[config.mk]
export PLATFORM = sky130hd
export DESIGN_NAME = port_latency_ctrl_flat
export DESIGN_NICKNAME = d
export VERILOG_FILES = /design/src/rtl/port_latency_ctrl_if.sv /design/src/rtl/port_latency_ctrl.sv /design/src/flat_wrapper.sv
export SDC_FILE = /design/constraint.sdc
export NUM_CORES = 1
export LEC_CHECK = 0
export ABC_AREA = 1
export BUFFER_PORTS_ARGS = -buffer_cell sky130_fd_sc_hd__buf_2
export CORE_ASPECT_RATIO = 1.5
export CORE_MARGIN = 10
export CORE_UTILIZATION = 23
export DETAILED_ROUTE_END_ITERATION = 8
export PLACE_DENSITY = 0.55
export SLEW_MARGIN = 20
export SYNTH_ARGS = -nofsm -noshare
export SYNTH_HDL_FRONTEND = slang
export SYNTH_SLANG_ARGS = --single-unit
[constraint.sdc]
create_clock -name clk -period 1.7 [get_ports clk]
set_input_delay 0.17 -clock clk [delete_from_list [all_inputs] [get_ports clk]]
set_output_delay 0.17 -clock clk [all_outputs]
set_load 0.03 [all_outputs]
[src/rtl/port_latency_ctrl_if.sv]
// Request/response bundle between the user side, port_latency_ctrl and one memory port.
// The master modport is the user and memory side; the slave modport is the controller.
interface port_latency_ctrl_if #(
    parameter int unsigned DATA_WIDTH = 8,
    parameter int unsigned ADDR_WIDTH = 4,
    parameter int unsigned PCNT_WIDTH = 1
);
    logic                  i_en;
    logic                  i_we;
    logic [ADDR_WIDTH-1:0] i_addr;
    logic [DATA_WIDTH-1:0] i_din;
    logic [DATA_WIDTH-1:0] i_mem_dout;
    logic                  o_en_wr;
    logic                  o_we;
    logic [ADDR_WIDTH-1:0] o_addr_wr;
    logic [DATA_WIDTH-1:0] o_din;
    logic                  o_en_rd;
    logic                  o_rd;
    logic [ADDR_WIDTH-1:0] o_addr_rd;
    logic [DATA_WIDTH-1:0] o_dout;
    logic                  o_dout_valid;
    logic [PCNT_WIDTH-1:0] o_wr_pending;
    logic                  o_raw_hazard;

    modport master (
        output i_en, i_we, i_addr, i_din, i_mem_dout,
        input  o_en_wr, o_we, o_addr_wr, o_din, o_en_rd, o_rd, o_addr_rd,
        input  o_dout, o_dout_valid, o_wr_pending, o_raw_hazard
    );

    modport slave (
        input  i_en, i_we, i_addr, i_din, i_mem_dout,
        output o_en_wr, o_we, o_addr_wr, o_din, o_en_rd, o_rd, o_addr_rd,
        output o_dout, o_dout_valid, o_wr_pending, o_raw_hazard
    );
endinterface

[src/rtl/port_latency_ctrl.sv]
// Per-port latency controller: delays writes by WR_LATENCY cycles, re-times read data to
// RD_LATENCY cycles, and reports in-flight writes plus read-after-write hazards.
module port_latency_ctrl #(
    parameter int unsigned DATA_WIDTH = 8,
    parameter int unsigned ADDR_WIDTH = 4,
    parameter int unsigned WR_LATENCY = 1,
    parameter int unsigned RD_LATENCY = 1,
    parameter int unsigned PCNT_WIDTH = $clog2(WR_LATENCY + 1)
) (
    input  logic              clk,
    input  logic              rst,
    port_latency_ctrl_if.slave bus
);
    logic                  wr_v_q    [WR_LATENCY];
    logic [ADDR_WIDTH-1:0] wr_addr_q [WR_LATENCY];
    logic [DATA_WIDTH-1:0] wr_data_q [WR_LATENCY];
    logic                  rd0_q;
    logic [PCNT_WIDTH-1:0] pend_cnt;
    logic                  addr_hit;

    always_ff @(posedge clk or posedge rst) begin
        if (rst) begin
            for (int k = 0; k < int'(WR_LATENCY); k++) begin
                wr_v_q[k]    <= 1'b0;
                wr_addr_q[k] <= '0;
                wr_data_q[k] <= '0;
            end
            rd0_q <= 1'b0;
        end else begin
            wr_v_q[0]    <= bus.i_en & bus.i_we;
            wr_addr_q[0] <= bus.i_addr;
            wr_data_q[0] <= bus.i_din;
            for (int k = 1; k < int'(WR_LATENCY); k++) begin
                wr_v_q[k]    <= wr_v_q[k-1];
                wr_addr_q[k] <= wr_addr_q[k-1];
                wr_data_q[k] <= wr_data_q[k-1];
            end
            rd0_q <= bus.i_en & ~bus.i_we;
        end
    end

    // The last stage counts as a hazard too: memory reads before it writes on the same edge.
    always_comb begin
        pend_cnt = '0;
        addr_hit = 1'b0;
        for (int k = 0; k < int'(WR_LATENCY); k++) begin
            pend_cnt = pend_cnt + PCNT_WIDTH'(wr_v_q[k]);
            addr_hit = addr_hit | (wr_v_q[k] & (wr_addr_q[k] == bus.i_addr));
        end
    end

    assign bus.o_en_wr      = wr_v_q[WR_LATENCY-1];
    assign bus.o_we         = wr_v_q[WR_LATENCY-1];
    assign bus.o_addr_wr    = wr_addr_q[WR_LATENCY-1];
    assign bus.o_din        = wr_data_q[WR_LATENCY-1];
    assign bus.o_en_rd      = bus.i_en;
    assign bus.o_rd         = bus.i_we;
    assign bus.o_addr_rd    = bus.i_addr;
    assign bus.o_wr_pending = pend_cnt;
    assign bus.o_raw_hazard = bus.i_en & ~bus.i_we & addr_hit;

    if (RD_LATENCY == 1) begin : g_rd_direct
        assign bus.o_dout       = bus.i_mem_dout;
        assign bus.o_dout_valid = rd0_q;
    end else begin : g_rd_pipe
        localparam int unsigned RdStages = RD_LATENCY - 1;

        logic                  rd_v_q [RdStages];
        logic [DATA_WIDTH-1:0] rd_d_q [RdStages];

        always_ff @(posedge clk or posedge rst) begin
            if (rst) begin
                for (int k = 0; k < int'(RdStages); k++) begin
                    rd_v_q[k] <= 1'b0;
                    rd_d_q[k] <= '0;
                end
            end else begin
                rd_v_q[0] <= rd0_q;
                rd_d_q[0] <= bus.i_mem_dout;
                for (int k = 1; k < int'(RdStages); k++) begin
                    rd_v_q[k] <= rd_v_q[k-1];
                    rd_d_q[k] <= rd_d_q[k-1];
                end
            end
        end

        assign bus.o_dout       = rd_d_q[RdStages-1];
        assign bus.o_dout_valid = rd_v_q[RdStages-1];
    end
endmodule

[src/flat_wrapper.sv]
// flat-port wrapper written by rule: the top's interface ports become plain ports
module port_latency_ctrl_flat 
#(
    parameter int unsigned DATA_WIDTH = 8,
    parameter int unsigned ADDR_WIDTH = 4,
    parameter int unsigned WR_LATENCY = 1,
    parameter int unsigned RD_LATENCY = 1,
    parameter int unsigned PCNT_WIDTH = $clog2(WR_LATENCY + 1)
)
  (clk, rst, bus_i_en, bus_i_we, bus_i_addr, bus_i_din, bus_i_mem_dout, bus_o_en_wr, bus_o_we, bus_o_addr_wr, bus_o_din, bus_o_en_rd, bus_o_rd, bus_o_addr_rd, bus_o_dout, bus_o_dout_valid, bus_o_wr_pending, bus_o_raw_hazard);
  port_latency_ctrl_if #(.DATA_WIDTH(DATA_WIDTH), .ADDR_WIDTH(ADDR_WIDTH), .PCNT_WIDTH(PCNT_WIDTH)) bus_i ();
  input  logic clk;
  input  logic rst;
  input wire logic [$bits(bus_i.i_en)-1:0] bus_i_en;
  input wire logic [$bits(bus_i.i_we)-1:0] bus_i_we;
  input wire logic [$bits(bus_i.i_addr)-1:0] bus_i_addr;
  input wire logic [$bits(bus_i.i_din)-1:0] bus_i_din;
  input wire logic [$bits(bus_i.i_mem_dout)-1:0] bus_i_mem_dout;
  output wire logic [$bits(bus_i.o_en_wr)-1:0] bus_o_en_wr;
  output wire logic [$bits(bus_i.o_we)-1:0] bus_o_we;
  output wire logic [$bits(bus_i.o_addr_wr)-1:0] bus_o_addr_wr;
  output wire logic [$bits(bus_i.o_din)-1:0] bus_o_din;
  output wire logic [$bits(bus_i.o_en_rd)-1:0] bus_o_en_rd;
  output wire logic [$bits(bus_i.o_rd)-1:0] bus_o_rd;
  output wire logic [$bits(bus_i.o_addr_rd)-1:0] bus_o_addr_rd;
  output wire logic [$bits(bus_i.o_dout)-1:0] bus_o_dout;
  output wire logic [$bits(bus_i.o_dout_valid)-1:0] bus_o_dout_valid;
  output wire logic [$bits(bus_i.o_wr_pending)-1:0] bus_o_wr_pending;
  output wire logic [$bits(bus_i.o_raw_hazard)-1:0] bus_o_raw_hazard;
  assign bus_i.i_en = bus_i_en;
  assign bus_i.i_we = bus_i_we;
  assign bus_i.i_addr = bus_i_addr;
  assign bus_i.i_din = bus_i_din;
  assign bus_i.i_mem_dout = bus_i_mem_dout;
  assign bus_o_en_wr = bus_i.o_en_wr;
  assign bus_o_we = bus_i.o_we;
  assign bus_o_addr_wr = bus_i.o_addr_wr;
  assign bus_o_din = bus_i.o_din;
  assign bus_o_en_rd = bus_i.o_en_rd;
  assign bus_o_rd = bus_i.o_rd;
  assign bus_o_addr_rd = bus_i.o_addr_rd;
  assign bus_o_dout = bus_i.o_dout;
  assign bus_o_dout_valid = bus_i.o_dout_valid;
  assign bus_o_wr_pending = bus_i.o_wr_pending;
  assign bus_o_raw_hazard = bus_i.o_raw_hazard;
  port_latency_ctrl #(.DATA_WIDTH(DATA_WIDTH), .ADDR_WIDTH(ADDR_WIDTH), .WR_LATENCY(WR_LATENCY), .RD_LATENCY(RD_LATENCY), .PCNT_WIDTH(PCNT_WIDTH)) u_core (.clk(clk), .rst(rst), .bus(bus_i));
endmodule
After elaboration in Yosys (flattened, before gate mapping). Index checks and enable logic that the tools add are counted.

Register bits after elaboration: 14. Bits in latches: 0. Memory bits (writable): 0. ROM bits: 0. Bits of input ports: 24. Output and inout port bits: 31. Logic and storage cells: 10. Memories: 0.

Add/subtract/negate cells: 0. Multipliers: 0. Divide/modulo/power cells: 0. Order comparisons: 0. Eq/ne operators: 1. Shift operators: 0. Multiplexer cells: 0. Bitwise gates (word level): 5. Reduce and logical (&&, ||, !) cells: 0.

Operator list (number): bitwise AND 1 bit (4); == test 4 bit (1); NOT 1 bit (1).

Logic depth before layout (Yosys ltp). Gate-level depths: netlist of run 1.

Depth in word-level cells: 3. Mapped depth: 6. Gate-level depth less buffers: 6.

Worst setup path after synthesis of run 1. No wires, ideal clock.

Path kind: register to output. Start point: register u_core.wr_addr_q, in the netlist u_core.bus.o_addr_wr[1]. End point: output bus_o_raw_hazard. Arrival time: 1209 ps. Data required time: 1530 ps. Path slack: 321 ps. Stages on the path, launching flop included: 7. Path buffers: 0. Path through: dfrtp_1 inv_1 nand2_1 nand2_1 nor2_1 nand2_1 nor2_1.

Longest elaborated chain between the ends: 3.

Ends and longest elaborated chain: start: declaration (line port_latency_ctrl.sv:15) `logic [ADDR_WIDTH-1:0] wr_addr_q [WR_LATENCY];`; start signal: indexed assignment (line port_latency_ctrl.sv:35) `wr_addr_q[k] <= wr_addr_q[k-1];`; == test 4 bit (line port_latency_ctrl.sv:48) `addr_hit = addr_hit | (wr_v_q[k] & (wr_addr_q[k] == bus.i_addr));`; bitwise AND 1 bit (line port_latency_ctrl.sv:48); bitwise AND 1 bit (line port_latency_ctrl.sv:60) `assign bus.o_raw_hazard = bus.i_en & ~bus.i_we & addr_hit;`; end: declaration (line flat_wrapper.sv:29) `output wire logic [$bits(bus_i.o_raw_hazard)-1:0] bus_o_raw_hazard;`.

Every way passes these cells.

Worst setup path in the final report of run 1. Same ends and word-level chain as after synthesis.

==> flow_summary.ini, run 1 <==
[outcome]
outcome = finished clean

[critical_path]
path_max_fanout = 3
start_kind = flop
critical_path_required_ps = 1530
end_kind = primary output
arrival_ps = 1220
worstSetupPathType = reg -> out

[synth]
syn-num-nets = 75
synthCells = 51
synth_top_area_share_pct = 62.2
synth_top_area_cell = dfrtp_1
ys_seq_area_share_pct = 62.2
synth_seq_cells = 14
syn_avg_cell_area_um2 = 11.0
ys_warn_count = 0
yosys-top-cells-area = dfrtp_1 (62%), buf_4 (21%), nand2_1 (5.3%), inv_1 (4.7%), xnor2_1 (3.1%)
netlist_area_um2 = 563
synth.distinct_cells = 8

[detailed_routing]
postRouteAntennaNets = 0
drcViolationCount = 0
vias_per_cell = 3.87
via_count = 422
dr.pass1.iters = 2
drt_iter0_markers = 4
wl_per_cell_um = 12.5
wl_mm = 1.37

[die]
die_x_um = 60.4
core_mm2 = 0.00229
placementRows = 21
ioPinCount = 55
die_h_um = 80.6
die-area_mm2 = 0.00487
start_util_pct = 24.6

[placement]
hpwlAfterDp_mm = 1.12
gp_congestion = 0.593
pre_cts_slack_ps = 605
port_buffers = 38
place_area_um2 = 662
place_inst = 96

[global_route]
antenna_found_initial = 0
grt_pass1_wl_mm = 2.19
grt_max_degree = 15
grt_usage_pct = 5.88
grt_pass1_vias = 509
grt_overflow = 0

[timing]
rsz0062_at_grt = no
tns_ps = 0
final-setup-viol-count = 0
worstMarginPinSlew_ps = 531
relSlewSlack_pct = 64.6
finalHoldViolCount = 0
drv_slew = 0
finalCritPeriodShare_pct = 81.5
finalCriticalPeriod_ps = 1390
max_clock_freq_ghz = 0.722
fin_ws_ps = 315

[power_and_ir_drop]
p_switching_mw = 0.203
totalPowerFinal_mw = 0.734
p_int_mw = 0.531
p_comb_share_pct = 19.6
ir_worst_vdd_uv = 363
pwr-share-seq_pct = 48.4
power.density_mw_per_mm2 = 931
power.leakage_nw = 0.449
power_frac_clock_pct = 32.0
switching_share_pct = 27.7

[final_layout]
fin_nets = 111
fin_area_um2 = 788
final_cell_mix = buf_2 (38), dfrtp_1 (14), dlygate4sd3_1 (9)
final_common_cell = buf_2
nFillCells = 231
drive_gt1_share_pct = 50.0
n_antenna_cell = 0
multi_input_area_um2 = 66.3
layout-area-overhead-vs-synth_pct = 40.0
layout.cells.non_filler = 109
regArea_um2 = 350

[clock_network]
cts_buffer_depth = 2
cts.htree.levels = 1
post_cts_resized = 0
cts_buffers = 3
clock-root-buffer = clkbuf_4
clock_sinks = 14
clk_pin_slew_worst_paths_ps = 90
cts_tree = done

[hold_path]
min_path_type = in -> reg

[job]
drv_cap = 0
-- timing repair --
| item | 4_1_cts | 5_1_grt |
|---|---|---|
| hold buffers | 9 | 0 |
| endpoints found under the hold margin | 22 | 0 |
| buffers inserted | 0 | 0 |
-- metrics by stage --
step	utilization [%]	hold WS, ps
finish	34.5	32.5
global route	34.5	24.1
CTS	34.5	18.9
detailed placement	29.0	245
global placement	29.0	236
floorplan	-	59.2
-- routing by layer --
metal	GRT usage [%]	share of wire, %
met4	3.60	0.66
met5	0	0
met2	10.5	53
met1	4.91	32
met3	2.83	14
-- synth_stat cells --
cell type	number
buf_4	16
dfrtp_1	14
nand3_1	1
inv_1	7
nor2_1	2
nor2_2	1
xnor2_1	2
nand2_1	8
-- power by group through the flow --
stage	clock [mW]	combinational, mW	sequential [mW]
finish	0.235	0.144	0.355
global route	0.264	0.156	0.358
CTS	0.251	0.147	0.356
detailed placement	0	0.131	0.362
global placement	0	0.130	0.362
floorplan	0	0.0889	0.399
-- worst paths after layout --
kind	from	end	slack, ps	cells past startpoint
worst max-delay path	u_core.bus.o_addr_wr[1]	bus_o_raw_hazard	310	6
worst min-delay path	bus_i_addr[0]	u_core.bus.o_addr_wr[0]	30	1
max in group asynchronous	rst	u_core.bus.o_dout_valid	880	3
min in group asynchronous	rst	u_core.bus.o_addr_wr[0]	470	3
-- kinds of logic after synthesis --
logic type,after synthesis,synth area share (%)
xor gates and xnor gates,2,3.11
buffers and inverters,23,26.0
DFF,14,62.2
and+or+nand+nor,12,8.67
-- sequential cells by signal, summed over array words and instances (netlist names) --
| name | flops |
|---|---|
| u_core.bus.o_addr_wr | 4 |
| u_core.bus.o_dout_valid | 1 |
| u_core.bus.o_en_wr | 1 |
| u_core.bus.o_din | 8 |
-- layout make-up --
type | instances | area share, %
clock buffers | 4 | 4.60
well taps | 23 | 3.65
multi-input cells | 14 | 8.41
repair buffers | 47 | 35.6
inverters | 7 | 3.33
flip-flops and latches | 14 | 44.4
-- critical path, stage by stage (launching register included) --
cell and delay [ps]:
dfrtp_1 400, nand2_1 70, nand2_1 40, nor2_1 100, nand2_1 50, nor2_1 70, buf_2 200
Power figures use the tool's default switching activity.
==> inputs of run 2 (changes only) <==
--- a/config.mk
+++ b/config.mk
@@ -11,7 +11,7 @@
 export CORE_MARGIN = 10
 export CORE_UTILIZATION = 23
 export DETAILED_ROUTE_END_ITERATION = 8
-export PLACE_DENSITY = 0.55
+export PLACE_DENSITY = 0.57
 export SLEW_MARGIN = 20
 export SYNTH_ARGS = -nofsm -noshare
 export SYNTH_HDL_FRONTEND = slang
==> constraint.sdc (replaced) <==
create_clock -name clk -period 1.2 [get_ports clk]
set_input_delay 0.12 -clock clk [delete_from_list [all_inputs] [get_ports clk]]
set_output_delay 0.12 -clock clk [all_outputs]
set_load 0.03 [all_outputs]
==> run 2 against run 1 <==
The run now ends with hold timing, setup timing left. Utilization is 2.5 points higher. Routed wire length increased by 11%. Largest cell class unchanged. Combinational power grew 53%. Largest power group unchanged.
==> flow_summary.ini, run 2 (same netlist as run 1, synthesis figures left out) <==
[critical_path]
start_kind = flop
critical_path_required_ps = 1080
worstSetupPathType = reg -> out
arrival_ps = 1210
path_max_fanout = 3
end_kind = primary output

[final_layout]
multi_input_area_um2 = 86.3
final_common_cell = buf_2
layout.cells.non_filler = 112
final_cell_mix = buf_2 (37), dfrtp_1 (14), dlygate4sd3_1 (12)
nFillCells = 244
largest_reg_flops = 8
n_antenna_cell = 0
layout-area-overhead-vs-synth_pct = 50.0
regArea_um2 = 350
drive_gt1_share_pct = 52.8
fin_nets = 114

[outcome]
outcome = finished with violations
violations = hold timing, setup timing

[detailed_routing]
vias_per_cell = 3.90
wl_mm = 1.52
postRouteAntennaNets = 0
drt_iter0_markers = 8
dr.pass1.iters = 2
drcViolationCount = 0
via_count = 437
wl_per_cell_um = 13.6

[die]
core_mm2 = 0.00229
start_util_pct = 24.6
placementRows = 21
die_x_um = 60.4
die-area_mm2 = 0.00487
ioPinCount = 55
die_h_um = 80.6

[timing]
final-setup-viol-count = 1
drv_slew = 0
fin_ws_ps = -128
finalHoldViolCount = 1
finalCritPeriodShare_pct = 111
finalCriticalPeriod_ps = 1330
rsz0062_at_grt = yes
worstMarginPinSlew_ps = 528
hold_ws_ps = -20.3
tns_ps = -128
max_clock_freq_ghz = 0.753
relSlewSlack_pct = 64.8

[clock_network]
cts_buffers = 3
cts-hold-fix-buffers = 12
cts_buffer_depth = 2
post-cts-setup-buffer-count = 0
cts.htree.levels = 1
clk_pin_slew_worst_paths_ps = 90
clock_sinks = 14
cts_tree = done
clock-root-buffer = clkbuf_4

[global_route]
antenna_found_initial = 0
grt_max_degree = 15
grt_usage_pct = 6.69
grt_pass1_vias = 546
grt_pass1_wl_mm = 2.45
grt_overflow = 0

[placement]
place_inst = 96
gp_congestion = 0.574
hpwlAfterDp_mm = 1.23
port_buffers = 38

[power_and_ir_drop]
power.leakage_nw = 0.463
power.density_mw_per_mm2 = 1250
ir_worst_vdd_uv = 610

[hold_path]
min_path_type = in -> reg

[job]
drv_cap = 0
[run 2: final timing paths]
check,end,start,depth (start not counted)
max in group asynchronous,u_core.bus.o_din[1],rst,3
min in group asynchronous,u_core.bus.o_addr_wr[0],rst,3
max,bus_o_raw_hazard,u_core.bus.o_addr_wr[0],6
min,u_core.bus.o_addr_wr[2],bus_i_addr[2],1
[run 2: report_power, final]
| part | internal [mW] | switching (mW) |
|---|---|---|
| clock network | 0.184 | 0.148 |
| logic | 0.0822 | 0.138 |
| registers | 0.495 | 0.00936 |
| total | 0.761 | 0.295 |
[run 2: critical path: stages (launching register included)]
cell	delay, ps
dfrtp_1	400
nand2_1	80
nand2_2	70
nor2_4	110
nand2_2	60
nor2_4	80
buf_6	130
[run 2: timing repair]
item / in CTS / in global routing
gates resized for setup: 2 / 4
hold endpoints to repair: 26 / 1
pin swaps: 1 / 1
endpoints found under the setup margin: 1 / 1
[run 2: metal layers]
layer  global-route usage, %  share of wire, %
met1                    5.83                32
met4                    4.50               1.1
met3                    2.52                11
met5                       0                 0
met2                    12.0                56
[run 2: area by class of cell]
| class | count | area share [%] |
|---|---|---|
| Clock buffer | 4 | 4.30 |
| Sequential cell | 14 | 41.5 |
| Multi-Input combinational cell | 14 | 10.2 |
| Timing Repair Buffer | 50 | 37.5 |
| Tap cell | 23 | 3.41 |
| Inverter | 7 | 3.11 |
[run 2: through the flow]
step / power (mW) / worst slack (ps) / utilization (%) / cell area, um2
2_1_floorplan: 0.693 / 60.3 / - / 571
3_3_place_gp: 0.698 / 129 / 29.3 / 669
3_5_place_dp: 0.702 / 128 / 29.3 / 669
4_1_cts: 1.08 / -144 / 36.4 / 832
5_1_grt: 1.12 / -261 / 36.9 / 845
6_report: 1.06 / -128 / 36.9 / 845
==> inputs of run 3 (changes only) <==
--- a/config.mk
+++ b/config.mk
@@ -5,13 +5,13 @@
 export SDC_FILE = /design/constraint.sdc
 export NUM_CORES = 1
 export LEC_CHECK = 0
-export ABC_AREA = 1
+export ABC_AREA = 0
 export BUFFER_PORTS_ARGS = -buffer_cell sky130_fd_sc_hd__buf_2
 export CORE_ASPECT_RATIO = 1.5
 export CORE_MARGIN = 10
 export CORE_UTILIZATION = 23
 export DETAILED_ROUTE_END_ITERATION = 8
-export PLACE_DENSITY = 0.57
+export PLACE_DENSITY = 0.58
 export SLEW_MARGIN = 20
 export SYNTH_ARGS = -nofsm -noshare
 export SYNTH_HDL_FRONTEND = slang
==> run 3 against run 2 <==
The run still ends with hold timing, setup timing left. Final cell count fell by 11%. First-iteration DRC count fell by 63%. Maximum frequency fell by 5.5%. Utilization fell by 0.59 points. Die area fell by 2.7%. Combinational power fell by 5%. Non-clock buffer count did not move. Sequential power barely moved. Worst hold slack improved by 4.3 ps. Highest routed layer unchanged.
==> flow_summary.ini, run 3 <==
[timing]
drv_slew = 0
relSlewSlack_pct = 64.9
fin_ws_ps = -206
tns_ps = -206
rsz0062_at_grt = yes
finalCriticalPeriod_ps = 1410
finalCritPeriodShare_pct = 117
final-setup-viol-count = 1
finalHoldViolCount = 1
max_clock_freq_ghz = 0.711
hold_ws_ps = -16.0
worstMarginPinSlew_ps = 526

[power_and_ir_drop]
power.leakage_nw = 0.421
ir_worst_vdd_uv = 671
switching_share_pct = 27.2
p_int_mw = 0.758
p_comb_share_pct = 20.2
pwr-share-seq_pct = 48.4
p_switching_mw = 0.283
power.density_mw_per_mm2 = 1280
power_frac_clock_pct = 31.4

[clock_network]
clk_pin_slew_worst_paths_ps = 80
cts_buffers = 3
clock-root-buffer = clkbuf_4
cts.htree.levels = 1
clock_sinks = 14
cts_tree = done
cts-hold-fix-buffers = 12
post-cts-setup-buffer-count = 0
cts_buffer_depth = 2

[synth]
syn_avg_cell_area_um2 = 13.9
synthCells = 39
synth-edff-count = 0
synth_seq_cells = 14
synth_most_common_cell = buf_4
syn-num-nets = 63
synth_top_area_cell = dfrtp_1
yosys-top-cells-count = buf_4 (16), dfrtp_1 (14), xor2_1 (3)
synth_flop_cell = dfrtp_1
synth_top_area_share_pct = 64.7
ys_seq_area_share_pct = 64.7
ys_warn_count = 0
synth-async-reset-ratio_pct = 100
netlist_area_um2 = 542
synth.distinct_cells = 9
yosys-top-cells-area = dfrtp_1 (65%), buf_4 (22%), xor2_1 (4.8%), nor4_2 (2.3%), nor2b_2 (1.6%)

[detailed_routing]
drt_iter0_markers = 3
vias_per_cell = 3.98
via_count = 398
wl_per_cell_um = 15.4
drcViolationCount = 0
postRouteAntennaNets = 0
wl_mm = 1.54
dr.pass1.iters = 3

[final_layout]
nFillCells = 230
fin_nets = 102
final_core_util_pct = 36.4
largest_reg_flops = 8
regArea_um2 = 350
layout.cells.non_filler = 100
final_common_cell = buf_2
multi_input_area_um2 = 76.3
final_cell_mix = buf_2 (37), dfrtp_1 (14), dlygate4sd3_1 (12)
drive_gt1_share_pct = 57.1
n_antenna_cell = 0
layout-area-overhead-vs-synth_pct = 49.9

[critical_path]
path_cells = xor2_1 > nor4_4 > buf_6
worstSetupPathType = reg -> out
critPathMaxStageDelay_ps = 390
start_kind = flop
arrival_ps = 1290
cp_top_family = flip-flops
critical_path_required_ps = 1080
cp_slowest_cell = dfrtp_1
path_max_fanout = 2
cp_num_buf_inv = 1
end_kind = primary output

[placement]
port_buffers = 38
pre_cts_slack_ps = 36.1
gp_congestion = 0.595
place_inst = 84
hpwlAfterDp_mm = 1.26

[die]
start_util_pct = 24.3
die_h_um = 79.4
core_mm2 = 0.00223
die_x_um = 59.6
ioPinCount = 55
die-area_mm2 = 0.00474
placementRows = 21

[outcome]
violations = hold timing, setup timing
outcome = finished with violations

[global_route]
antenna_found_initial = 0
grt_pass1_wl_mm = 2.28
grt_usage_pct = 6.38
grt_overflow = 0
grt_max_degree = 15
grt_pass1_vias = 503

[hold_path]
min_path_type = in -> reg
hold_path_end = u_core.bus.o_addr_wr[1]
hold_path_startpoint = bus_i_addr[1]
whs_path_depth = 1

[job]
drv_cap = 0
-- run 3: cell types whose count changed after synthesis, sizes merged, moves of 3 or more --
cell,previous run,this run
nor2,3,0
xor2,0,3
inv,7,1
nand2,8,0
-- run 3: area by class of cell --
type                       instances  area share [%]
tap                               23            3.54
timing repair buffer              50            39.0
multi-input combinational          8            9.40
sequential                        14            43.1
clock buffer                       4            4.47
inverter                           1           0.462
-- run 3: power by group through the flow --
stage                     Clock (mW)  Sequential (mW)  Combinational (mW)
after CTS                      0.360            0.505               0.216
after detailed placement           0            0.514               0.185
after floorplan                    0            0.565               0.126
after global routing           0.379            0.507               0.225
final                          0.326            0.504               0.210
after global placement             0            0.513               0.181
-- run 3: layer usage --
metal	wire, um	up-vias	global-route usage (%)
li1	-	180	-
met4	12	0	3.38
met2	920	30	12.1
met5	0	-	0
met3	237	2	3.82
met1	372	186	4.53
-- run 3: per-stage QoR --
stage	power, mW	cell area (um2)
final	1.04	812
after global routing	1.11	812
after CTS	1.08	812
after detailed placement	0.699	649
after global placement	0.694	649
after floorplan	0.691	551
-- run 3: cell families (layout without fill, tap and decap cells) --
kind of cell | after synthesis | in the layout | share of synthesized area [%]
xor+xnor | 4 | 4 | 6.47
buf+inv | 17 | 55 | 22.9
flops | 14 | 14 | 64.7
simple gates | 4 | 4 | 6.00
-- run 3: worst max-delay path by stage --
stage                                  startpoint                to  cells after the start
after global routing      u_core.bus.o_addr_wr[1]  bus_o_raw_hazard                      4
after floorplan           u_core.bus.o_addr_wr[0]  bus_o_raw_hazard                      2
after detailed placement  u_core.bus.o_addr_wr[1]  bus_o_raw_hazard                      4
final                     u_core.bus.o_addr_wr[0]  bus_o_raw_hazard                      3
after CTS                 u_core.bus.o_addr_wr[1]  bus_o_raw_hazard                      4
after global placement    u_core.bus.o_addr_wr[1]  bus_o_raw_hazard                      4
-- run 3: repair_timing --
action,in CTS,in global routing
pin swaps,1,0
hold endpoints to repair,26,1
cloned,0,0
resized for setup,2,0
setup endpoints to repair,1,1
